### config.mk
export PLATFORM = sky130hd
export DESIGN_NAME = seven_seg_reader
export DESIGN_NICKNAME = d
export VERILOG_FILES = /design/src/rtl/seven_seg_pkg.sv /design/src/rtl/seven_seg_pattern_to_hex.sv /design/src/rtl/seven_seg_reader.sv
export SDC_FILE = /design/constraint.sdc
export NUM_CORES = 1
export LEC_CHECK = 0
export BUFFER_PORTS_ARGS = -buffer_cell sky130_fd_sc_hd__buf_4
export CORE_MARGIN = 3
export CORE_UTILIZATION = 30
export CTS_CLUSTER_SIZE = 16
export DETAILED_ROUTE_END_ITERATION = 8
export PLACE_DENSITY_LB_ADDON = 0.2
export REMOVE_ABC_BUFFERS = 1
export SLEW_MARGIN = 30
export SYNTH_ARGS = -nofsm -noshare
export SYNTH_HDL_FRONTEND = slang
export SYNTH_HIERARCHICAL = 1
export SYNTH_SLANG_ARGS = --single-unit
export TNS_END_PERCENT = 100
### constraint.sdc
create_clock -name clk -period 5.1 [get_ports clk]
set_clock_uncertainty 0.15 [all_clocks]
set_input_delay 0.255 -clock clk [delete_from_list [all_inputs] [get_ports clk]]
set_output_delay 0.255 -clock clk [all_outputs]
set_load 0.03 [all_outputs]
### src/rtl/seven_seg_pkg.sv
// Shared seven-segment constants: active-low patterns, bit 0 = segment A .. bit 6 = segment G.
// The same table drives the hex-to-segment decoder, so encode and decode cannot drift apart.
package seven_seg_pkg;

    localparam logic [6:0] SEG_BLANK = 7'h7F;

    localparam logic [6:0] SEG_HEX [16] = '{
        7'h40, 7'h79, 7'h24, 7'h30, 7'h19, 7'h12, 7'h02, 7'h78,
        7'h00, 7'h10, 7'h08, 7'h03, 7'h46, 7'h21, 7'h06, 7'h0E
    };

endpackage

### src/rtl/seven_seg_pattern_to_hex.sv
// Combinational reverse lookup: active-low segment pattern to hex value, with legal and blank flags.
module seven_seg_pattern_to_hex
    import seven_seg_pkg::*;
(
    input  logic [6:0] pattern,
    output logic [3:0] hex,
    output logic       legal,
    output logic       blank
);

    always_comb begin
        hex   = '0;
        legal = 1'b0;
        blank = (pattern == SEG_BLANK);
        for (int i = 0; i < 16; i++) begin
            if (pattern == SEG_HEX[i]) begin
                hex   = 4'(i);
                legal = 1'b1;
            end
        end
    end

endmodule

### src/rtl/seven_seg_reader.sv
// Reads a multiplexed common-anode seven-segment bus back into per-digit hex values.
// Inputs are synchronised and must hold for STABLE_CYCLES samples before one capture per run.
module seven_seg_reader
    import seven_seg_pkg::*;
#(
    parameter int NUM_DIGITS    = 4,
    parameter int STABLE_CYCLES = 4
) (
    input  logic                    clk,
    input  logic                    rst_n,
    input  logic [6:0]              seg,
    input  logic [NUM_DIGITS-1:0]   dig_en_n,
    output logic [4*NUM_DIGITS-1:0] hex_flat,
    output logic [NUM_DIGITS-1:0]   digit_valid,
    output logic                    upd_valid,
    output logic [2:0]              upd_idx,
    output logic [3:0]              upd_hex,
    output logic                    upd_err,
    output logic                    upd_blank
);

    localparam int CW = $clog2(STABLE_CYCLES + 1);
    localparam int SW = NUM_DIGITS + 7;

    // {dig_en_n, seg}; the idle value (no digit, all segments off) is all ones
    logic [SW-1:0] sync1, sync2, sample;
    logic [CW-1:0] cnt;
    logic          armed;

    logic [NUM_DIGITS-1:0] en_n;
    logic [NUM_DIGITS-1:0] sel;
    logic [6:0]            pat;
    logic [3:0]            n_low;
    logic [2:0]            idx;
    logic [3:0]            dec_hex;
    logic                  dec_legal;
    logic                  dec_blank;
    logic                  capture;

    // Capture data comes from the sample register: it is the value the counter has been counting.
    assign en_n = sample[SW-1:7];
    assign pat  = sample[6:0];
    assign sel  = ~en_n;

    always_comb begin
        n_low = '0;
        idx   = '0;
        for (int i = 0; i < NUM_DIGITS; i++) begin
            if (!en_n[i]) begin
                n_low = n_low + 4'd1;
                idx   = 3'(i);
            end
        end
    end

    assign capture = (cnt == CW'(STABLE_CYCLES)) && armed && (n_low == 4'd1);

    seven_seg_pattern_to_hex u_decode (
        .pattern (pat),
        .hex     (dec_hex),
        .legal   (dec_legal),
        .blank   (dec_blank)
    );

    always_ff @(posedge clk or negedge rst_n) begin
        if (!rst_n) begin
            sync1  <= '1;
            sync2  <= '1;
            sample <= '1;
            cnt    <= '0;
            armed  <= 1'b1;
        end else begin
            sync1  <= {dig_en_n, seg};
            sync2  <= sync1;
            sample <= sync2;
            if (sync2 != sample) begin
                cnt   <= CW'(1);
                armed <= 1'b1;
            end else begin
                if (cnt < CW'(STABLE_CYCLES)) begin
                    cnt <= cnt + 1'b1;
                end
                if (capture) begin
                    armed <= 1'b0;
                end
            end
        end
    end

    always_ff @(posedge clk or negedge rst_n) begin
        if (!rst_n) begin
            hex_flat    <= '0;
            digit_valid <= '0;
            upd_valid   <= 1'b0;
            upd_idx     <= '0;
            upd_hex     <= '0;
            upd_err     <= 1'b0;
            upd_blank   <= 1'b0;
        end else begin
            upd_valid <= capture;
            if (capture) begin
                upd_idx   <= idx;
                upd_hex   <= dec_legal ? dec_hex : 4'h0;
                upd_err   <= !dec_legal && !dec_blank;
                upd_blank <= dec_blank;
                for (int i = 0; i < NUM_DIGITS; i++) begin
                    if (sel[i]) begin
                        digit_valid[i] <= dec_legal;
                        if (dec_legal) begin
                            hex_flat[4*i +: 4] <= dec_hex;
                        end
                    end
                end
            end
        end
    end

endmodule

Yosys cells after proc, flatten, opt, wreduce, memory -nomap -nowiden. Index checks and enable logic that the tools add are counted.

Add/subtract/negate cells: 4. Order comparisons: 1. Equality and inequality tests: 19. Muxes and demuxes: 43. Bitwise logic cells: 1. Reductions and logical operators: 16.

Operator list (count): 4-bit 2-to-1 mux (12); 7-bit == test (second input constant) (5); 3-bit 2-to-1 mux (8); 7-bit by 5-bit == test with 1-bit output (second input constant) (3); 7-bit by 6-bit == test with 1-bit output (second input constant) (3); 1-bit 2-to-1 mux (21); 7-bit by 2-bit == test with 1-bit output (second input constant) (2); 7-bit by 4-bit == test with 1-bit output (second input constant) (2); 4-bit by 1-bit adder with 4-bit output (second input constant) (3); 3-bit AND reduction (4); 11-bit != test (1); 2-bit AND reduction (4); 7-bit by 3-bit == test with 1-bit output (second input constant) (1); 7-bit logical NOT (1); 4-bit by 1-bit == test with 1-bit output (second input constant) (1); 2-bit 2-to-1 mux (2); 4-bit inverter (1); 2-bit nonzero test (2); 3-bit by 1-bit adder with 3-bit output (second input constant) (1); 3-bit == test (second input constant) (1); 1-bit logical AND (3); 3-bit < comparator (second input constant) (1); 1-bit logical NOT (2).

Flip-flop bits (word level): 67. Input port bits: 13. Output and inout bits: 30. Word-level logic and storage cells: 102.

Longest topological paths before layout. Gate-level depths: netlist of run 1.

Depth in word-level cells: 19. Mapped depth: 12. Depth with buffers taken out: 11.

Modules after synthesis. The synthesis of run 1 kept the hierarchy.

By module, submodules not included: seven_seg_reader (instances 1, cells an instance 170, area an instance 2590.0 um^2, seq. area each 1694.1 um^2); seven_seg_pattern_to_hex (instances 1, cells an instance 54, area an instance 362.8 um^2, seq. area each 0.0 um^2).

Least setup slack after synthesis of run 1. Ideal clock, no wire load.

Kind: register to register. From: register sample[7]. To: register hex_flat[0]. Library setup time: 125 ps. Arrival time: 2589 ps. Data required time: 4825 ps. Setup slack: 2236 ps. Stages on the path, launching flop included: 12. Buffers on the path: 1. Period minus slack after synthesis: 2864 ps. Path through: dfstp_2 > inv_1 > ha_1 > xnor2_1 > ha_1 > nor3b_1 > a311o_1 > nand4_4 > inv_2 > and3_4 > buf_6 > mux2_4.

Word-level cells in the longest chain between the ends: 10. Elaborated cells between the ends (all ways): 11. Those cells by class: add/sub (3); eq/ne (1); mux (4); bitwise (1); reduce/logical (2).

RTL lines: start, declared (line seven_seg_reader.sv:26) `logic [SW-1:0] sync1, sync2, sample;`; start signal, assigned (line seven_seg_reader.sv:75) `sample <= sync2;`; 1-bit 2-to-1 mux (line seven_seg_reader.sv:49) `if (!en_n[i]) begin`; 4-bit by 1-bit adder with 4-bit output (line seven_seg_reader.sv:50) `n_low = n_low + 4'd1;`; 4-bit 2-to-1 mux (line seven_seg_reader.sv:49); 4-bit by 1-bit adder with 4-bit output (line seven_seg_reader.sv:50); 4-bit 2-to-1 mux (line seven_seg_reader.sv:49); 4-bit by 1-bit adder with 4-bit output (line seven_seg_reader.sv:50); 4-bit 2-to-1 mux (line seven_seg_reader.sv:49); 4-bit by 1-bit == test with 1-bit output (line seven_seg_reader.sv:56) `assign capture = (cnt == CW'(STABLE_CYCLES)) && armed && (n_low == 4'd1);`; 1-bit logical AND (line seven_seg_reader.sv:56); 3-bit AND reduction (no source line) *; end signal, assigned by index (line seven_seg_reader.sv:110) `hex_flat[4*i +: 4] <= dec_hex;`; end, declared (line seven_seg_reader.sv:13) `output logic [4*NUM_DIGITS-1:0] hex_flat,`.

Every way passes the cells marked *; elsewhere a longest branch is shown, timed or not. A chain may end at the register's enable or synchronous reset.

Worst setup path after layout of run 1.
From: register sample[7]. To: register hex_flat[8].

Word-level cells in the longest chain between the ends: 10.

RTL lines (line): 1-bit 2-to-1 mux * (seven_seg_reader.sv:49); 4-bit by 1-bit adder with 4-bit output (seven_seg_reader.sv:50); 4-bit 2-to-1 mux * (seven_seg_reader.sv:49); 4-bit by 1-bit adder with 4-bit output (seven_seg_reader.sv:50); 4-bit 2-to-1 mux * (seven_seg_reader.sv:49); 4-bit by 1-bit adder with 4-bit output (seven_seg_reader.sv:50); 4-bit 2-to-1 mux * (seven_seg_reader.sv:49); 4-bit by 1-bit == test with 1-bit output * (seven_seg_reader.sv:56); 1-bit logical AND * (seven_seg_reader.sv:56); 3-bit AND reduction (no source line) *.

Marks and branches as above.

==> impl_metrics.csv, run 1 <==
group,metric,value,unit
layout,drive_above_1_share,0.426,
cts,tritoncts,"built",
cts,cts.clk_slew.worst_paths,70,ps
global_route,grt_pass1_wl,9090,um
synthesis,syn_avg_cell_area,13.2,um^2
synthesis,syn_inst,224,
synthesis,yosysWarnings,6,
route,drtIter0Drc,92,
power,peakVddDrop,177,uV
die,die_h,105,um
placed_design,place_area,3300,um^2
layout,n_antenna_cell,0,
sta,max_freq,318,MHz
layout,fin_nets,290,
sta,relSlewSlack,0.432,
run_status,status,"finished, final reports clean",
worst_hold_path,hold_class,"reg -> reg",
setup_path,rr_worst_depth,10,
die,die_w,105,um
sta,tns,0,ps
sta,rsz0062_at_grt,"no",
setup_path,start_kind,"register",
synthesis,synth-edff-count,0,
power,pwr-share-seq,0.496,
sta,setup_viol,0,
setup_path,endpoint,"hex_flat[8]",
cts,cts_root_buf,"clkbuf_8",
placed_design,hpwl,3690,um
setup_path,r2r-start,"sample[7]",
route,ant_nets,0,
power,power.internal,887,uW
die,rows,35,
global_route,grt_use_total,0.104,
die,core-area,9420,um^2
power,power_density,313,nW/um^2
setup_path,end_kind,"register",
setup_path,crit_start,"sample[7]",
power,p_comb_frac,0.059,
die,initial_core_util,0.314,
worst_hold_path,min_path_cells,0,
synthesis,synth.top_cell.area_share,0.303,
power,clkPwrFrac,0.445,
cts,cts_buffers,9,
global_route,grt_pass1_vias,1786,
synthesis,ys_types,56,
global_route,grt-ovfl-total,0,
cts,clock-sinks,66,
sta,period_needed,3150,ps
route,viasPerCell,4.33,
cts,post_cts_buffers,0,
setup_path,cp.required,5170,ps
layout,syn2layout_area_growth,23.8,%
power,swShare,0.224,
synthesis,ys_seq_area_frac,0.574,
power,leakage,1.63,nW
placed_design,gp_congestion,0.724,
cts,clockBufferDepth,2,
placed_design,port_buffers,41,
setup_path,r2r_slack,1950,ps
route,drt_wl_total,5440,um
global_route,antenna_found_initial,0,
synthesis,ys_top_cells_by_area,"dfstp_2, dfrtp_1, mux2_4",
route,drcViolationCount,0,
setup_path,crit_arrival,3220,ps
cts,worstSkewPairLatency,340,ps
route,wire_per_inst,13.4,um
setup_path,worstSetupPathType,"reg -> reg",
route,vias,1758,
layout,fillerInstances,903,
sta,tightest_slew,839,ps
power,switchingPower,257,uW
run,drv_cap,0,
synthesis,ys_async_sr_fraction,1.00,
sta,period_share,0.618,
sta,drv_slew,0,
setup_path,rr_endpoint,"hex_flat[8]",
synthesis,ys_ff_latch,66,
die,die_area,11100,um^2
die,top_level_ports,43,
synthesis,synth_area_leader_cell,"dfstp_2",
synthesis,yosys_most_used_dff,"dfstp_2",
setup_path,cp_max_fo,15,
sta,finalHoldViolCount,0,
cts,htree_levels,3,
synthesis,syn_area,2950,um^2
route,firstDrtPassIters,4,
cts,postCtsResizedCells,0,
layout,fin_area,3650,um^2
global_route,grt_max_degree,67,
per-layer routing:
metal,GRT usage,routed length [um],up-vias
met5,0,0,-
met4,0.0337,89,0
met3,0.0355,246,9
met2,0.150,2300,45
met1,0.145,2800,830
li1,-,-,874
repair_timing:
action / 4_1_cts / 5_1_grt
hold endpoints to repair: 43 / 0
hold buffers: 12 / 0
setup endpoints to repair: 0 / 0
layout make-up:
| type | count | area (um^2) | share of cell area |
|---|---|---|---|
| Inverter | 10 | 37.5 | 0.0103 |
| Sequential cell | 66 | 1690 | 0.464 |
| Tap cell | 129 | 161 | 0.0442 |
| Clock inverter | 5 | 83.8 | 0.0229 |
| Timing Repair Buffer | 53 | 428 | 0.117 |
| Multi-Input combinational cell | 132 | 1100 | 0.300 |
| Clock buffer | 11 | 153 | 0.0418 |
cells in the final DEF, fill, tap and decap left out, types with 2 or more instances in the layout:
cell           netlist  final
nand3b_1             3      3
nor4_1               3      3
and3_1               2      2
a21oi_1              2      2
a21boi_1             2      2
mux2_1               4      4
and3_4               3      3
nand2_1              8      8
clkbuf_8             0      9
nand2b_1             5      5
o21ai_0              3      3
nor2_1              12     12
buf_4                3     41
a31oi_1              4      4
inv_1                9      9
mux2_4              16     16
xnor2_1              2      2
dfstp_2             34     34
dlygate4sd3_1        0     12
nand4_1              3      3
o21ai_1              4      4
clkinv_4             0      2
ha_1                 5      5
nor3_1               2      2
dfrtp_1             32     32
xor2_1              14     14
nand3_1              7      7
bufinv_16            0      2
worst max-delay path, stage by stage, from the launching register on:
cell     delay, ps
dfstp_2        560
inv_1           60
ha_1           350
xnor2_1        150
ha_1           320
nor3b_1        210
a311o_1        210
nand4_4        170
inv_2          250
and3_4         280
mux2_4         310
logic make-up (layout without fill, tap and decap cells):
| logic type | count (synthesis) | after routing | synth area share |
|---|---|---|---|
| AND/OR/NAND/NOR | 58 | 58 | 0.120 |
| other | 1 | 1 | 0.00127 |
| flip-flops | 66 | 66 | 0.574 |
| AO/OA/AOI/OAI | 31 | 31 | 0.0814 |
| adder cells (fa/ha/maj) | 5 | 5 | 0.0212 |
| XOR/XNOR | 16 | 16 | 0.0475 |
| buffers and inverters | 26 | 79 | 0.0547 |
| multiplexers | 21 | 21 | 0.100 |
worst min path at each step:
stage | start | end | slack [ps]
3_3_place_gp | sync1[6] | sync2[6] | 200
5_1_grt | sync1[1] | sync2[1] | 210
2_1_floorplan | rst_n | cnt[0] | -190
3_5_place_dp | sync1[9] | sync2[9] | 200
6_report | sync1[5] | sync2[5] | 210
4_1_cts | sync1[1] | sync2[1] | 210
registers in the layout, summed over array words and instances (netlist names), 2 cells and up:
name / count
hex_flat: 16
sample: 11
sync1: 11
sync2: 11
digit_valid: 4
upd_hex: 4
cnt: 3
upd_idx: 2
synthesized netlist by cell type (all sizes together) (5+ instances only):
library cell  count
o21ai             8
ha                5
mux2             20
nand2             8
dfstp            34
xor2             14
inv              10
and3              5
nand2b            5
buf              15
nand3             7
dfrtp            32
nor2             12
power by group through the flow:
stage	Sequential [mW]	Clock, mW	Combinational, mW
floorplan	0.570	0	0.0371
global placement	0.576	0	0.0610
detailed placement	0.576	0	0.0610
CTS	0.567	0.521	0.0685
global route	0.570	0.546	0.0763
finish	0.567	0.509	0.0674
through the flow:
stage	power [mW]	util	worst slack, ps	std cells	hold WS, ps
detailed placement	0.637	0.350	1960	378	197
floorplan	0.607	-	2190	208	-191
finish	1.14	0.388	1950	406	205
CTS	1.16	0.388	1940	406	207
global placement	0.637	0.350	2040	378	196
global route	1.19	0.388	1680	406	209
Power figures use the tool's default switching activity.
==> inputs of run 2 (changes only) <==
==> constraint.sdc (replaced) <==
create_clock -name clk -period 2.95 [get_ports clk]
set_clock_uncertainty 0.15 [all_clocks]
set_input_delay 0.1475 -clock clk [delete_from_list [all_inputs] [get_ports clk]]
set_output_delay 0.1475 -clock clk [all_outputs]
set_load 0.03 [all_outputs]
==> impl_metrics.csv, run 2 (synthesis gave the netlist of run 1 again) <==
group,metric,value,unit
die,initial_core_util,0.314,
cts,clockBufferDepth,2,
sta,tightest_slew,800,ps
die,die_w,105,um
sta,max_freq,354,MHz
power,power_density,521,nW/um^2
power,leakage,1.68,nW
cts,htree_levels,3,
sta,fin_worst_hold_slack,207,ps
placed_design,hpwl,3860,um
setup_path,cp_max_fo,8,
worst_hold_path,hold_class,"reg -> reg",
global_route,grt-ovfl-total,0,
layout,layout_common_cells,"buf_4, dfstp_2, dfrtp_1, mux2_4, xor2_1",
die,rows,35,
run_status,status,"finished, final reports clean",
power,switchingPower,451,uW
power,p_comb_frac,0.072,
setup_path,start_kind,"register",
route,viasPerCell,4.40,
cts,cts_root_buf,"clkbuf_8",
layout,largest_reg_flops,16,
route,drcViolationCount,0,
die,core-area,9420,um^2
sta,rsz0062_at_grt,"no",
setup_path,crit_start,"sample[7]",
layout,n_antenna_cell,0,
layout,syn2layout_area_growth,26.4,%
route,drtIter0Drc,71,
sta,drv_slew,0,
placed_design,port_buffers,41,
setup_path,cp.required,3030,ps
cts,clock-sinks,66,
sta,tns,0,ps
power,clkPwrFrac,0.429,
power,power.internal,1.49,mW
route,drt_wl_total,5500,um
die,die_area,11100,um^2
die,top_level_ports,43,
sta,period_share,0.957,
layout,fin_nets,301,
route,vias,1834,
sta,relSlewSlack,0.467,
cts,post_cts_buffers,0,
setup_path,end_kind,"register",
cts,tritoncts,"built",
power,pwr-share-seq,0.500,
setup_path,crit_arrival,2900,ps
layout,top_register,"hex_flat",
cts,worstSkewPairLatency,340,ps
worst_hold_path,min_from,"sync1[5]",
die,die_h,105,um
setup_path,r2r-start,"sample[7]",
sta,setup_viol,0,
layout,drive_above_1_share,0.455,
route,ant_nets,0,
power,peakVddDrop,258,uV
route,firstDrtPassIters,4,
cts,cts_buffers,9,
power,p_total,1.94,mW
route,wire_per_inst,13.2,um
sta,period_needed,2820,ps
global_route,grt_pass1_wl,9610,um
global_route,antenna_found_initial,0,
power,swShare,0.232,
global_route,grt_max_degree,67,
placed_design,gp_congestion,0.791,
layout,final_common_cell,"buf_4",
run,drv_cap,0,
global_route,grt_use_total,0.110,
worst_hold_path,min_path_cells,0,
setup_path,rr_worst_depth,10,
global_route,grt_pass1_vias,1946,
cts,cts.clk_slew.worst_paths,70,ps
setup_path,worstSetupPathType,"reg -> reg",
sta,finalHoldViolCount,0,
==> run 2: area by class of cell <==
| type | instances | area [um^2] |
|---|---|---|
| fillers | 914 | 5680 |
| flip-flops and latches | 66 | 1690 |
| multi-input cells | 132 | 1110 |
| repair buffers | 64 | 510 |
| well taps | 129 | 161 |
| clock buffers | 10 | 128 |
| clock inverters | 6 | 88.8 |
| inverters | 10 | 42.5 |
==> run 2: final timing paths <==
kind	to	slack (ps)
hold reg to reg	sync2[5]	210
hold / removal	sync2[5]	210
min in group asynchronous	hex_flat[4]	270
setup reg to reg	hex_flat[10]	130
max in group asynchronous	upd_blank	1840
setup / recovery	hex_flat[10]	130
==> run 2: what timing repair did <==
item | in CTS | in global routing
endpoints found under the setup margin | 0 | 17
resized for setup | 0 | 4
hold buffers | 12 | 0
endpoints found under the hold margin | 43 | 0
==> run 2: through the flow <==
stage | setup WS, ps | util | instances | cell area (um^2)
6_report | 128 | 0.396 | 417 | 3730
5_1_grt | 8.12 | 0.396 | 417 | 3730
3_3_place_gp | 135 | 0.359 | 389 | 3380
4_1_cts | 95.5 | 0.395 | 417 | 3720
3_5_place_dp | 113 | 0.359 | 389 | 3380
2_1_floorplan | 44.4 | - | 208 | 2830
==> run 2: power by group through the flow <==
| stage | combinational (mW) | sequential (mW) | clock (mW) |
|---|---|---|---|
| finish | 0.139 | 0.970 | 0.833 |
| global route | 0.156 | 0.974 | 0.912 |
| CTS | 0.139 | 0.970 | 0.863 |
| detailed placement | 0.126 | 0.986 | 0 |
| global placement | 0.125 | 0.985 | 0 |
| floorplan | 0.0641 | 0.986 | 0 |
==> run 2: routing by layer <==
| layer | part of all wire | wire length, um | track usage |
|---|---|---|---|
| met1 | 0.49 | 2670 | 0.145 |
| met2 | 0.44 | 2420 | 0.164 |
| met3 | 0.057 | 314 | 0.0404 |
| met4 | 0.017 | 96 | 0.0422 |
| met5 | 0 | 0 | 0 |
==> run 2: worst max-delay path, stage by stage, from the launching register on <==
cell and delay, ps:
dfstp_2 530, inv_1 50, ha_1 330, xnor2_2 150, ha_1 320, nor3b_1 180
a311o_1 200, nand4_4 130, clkinv_4 110, and3_4 250, mux2_4 300
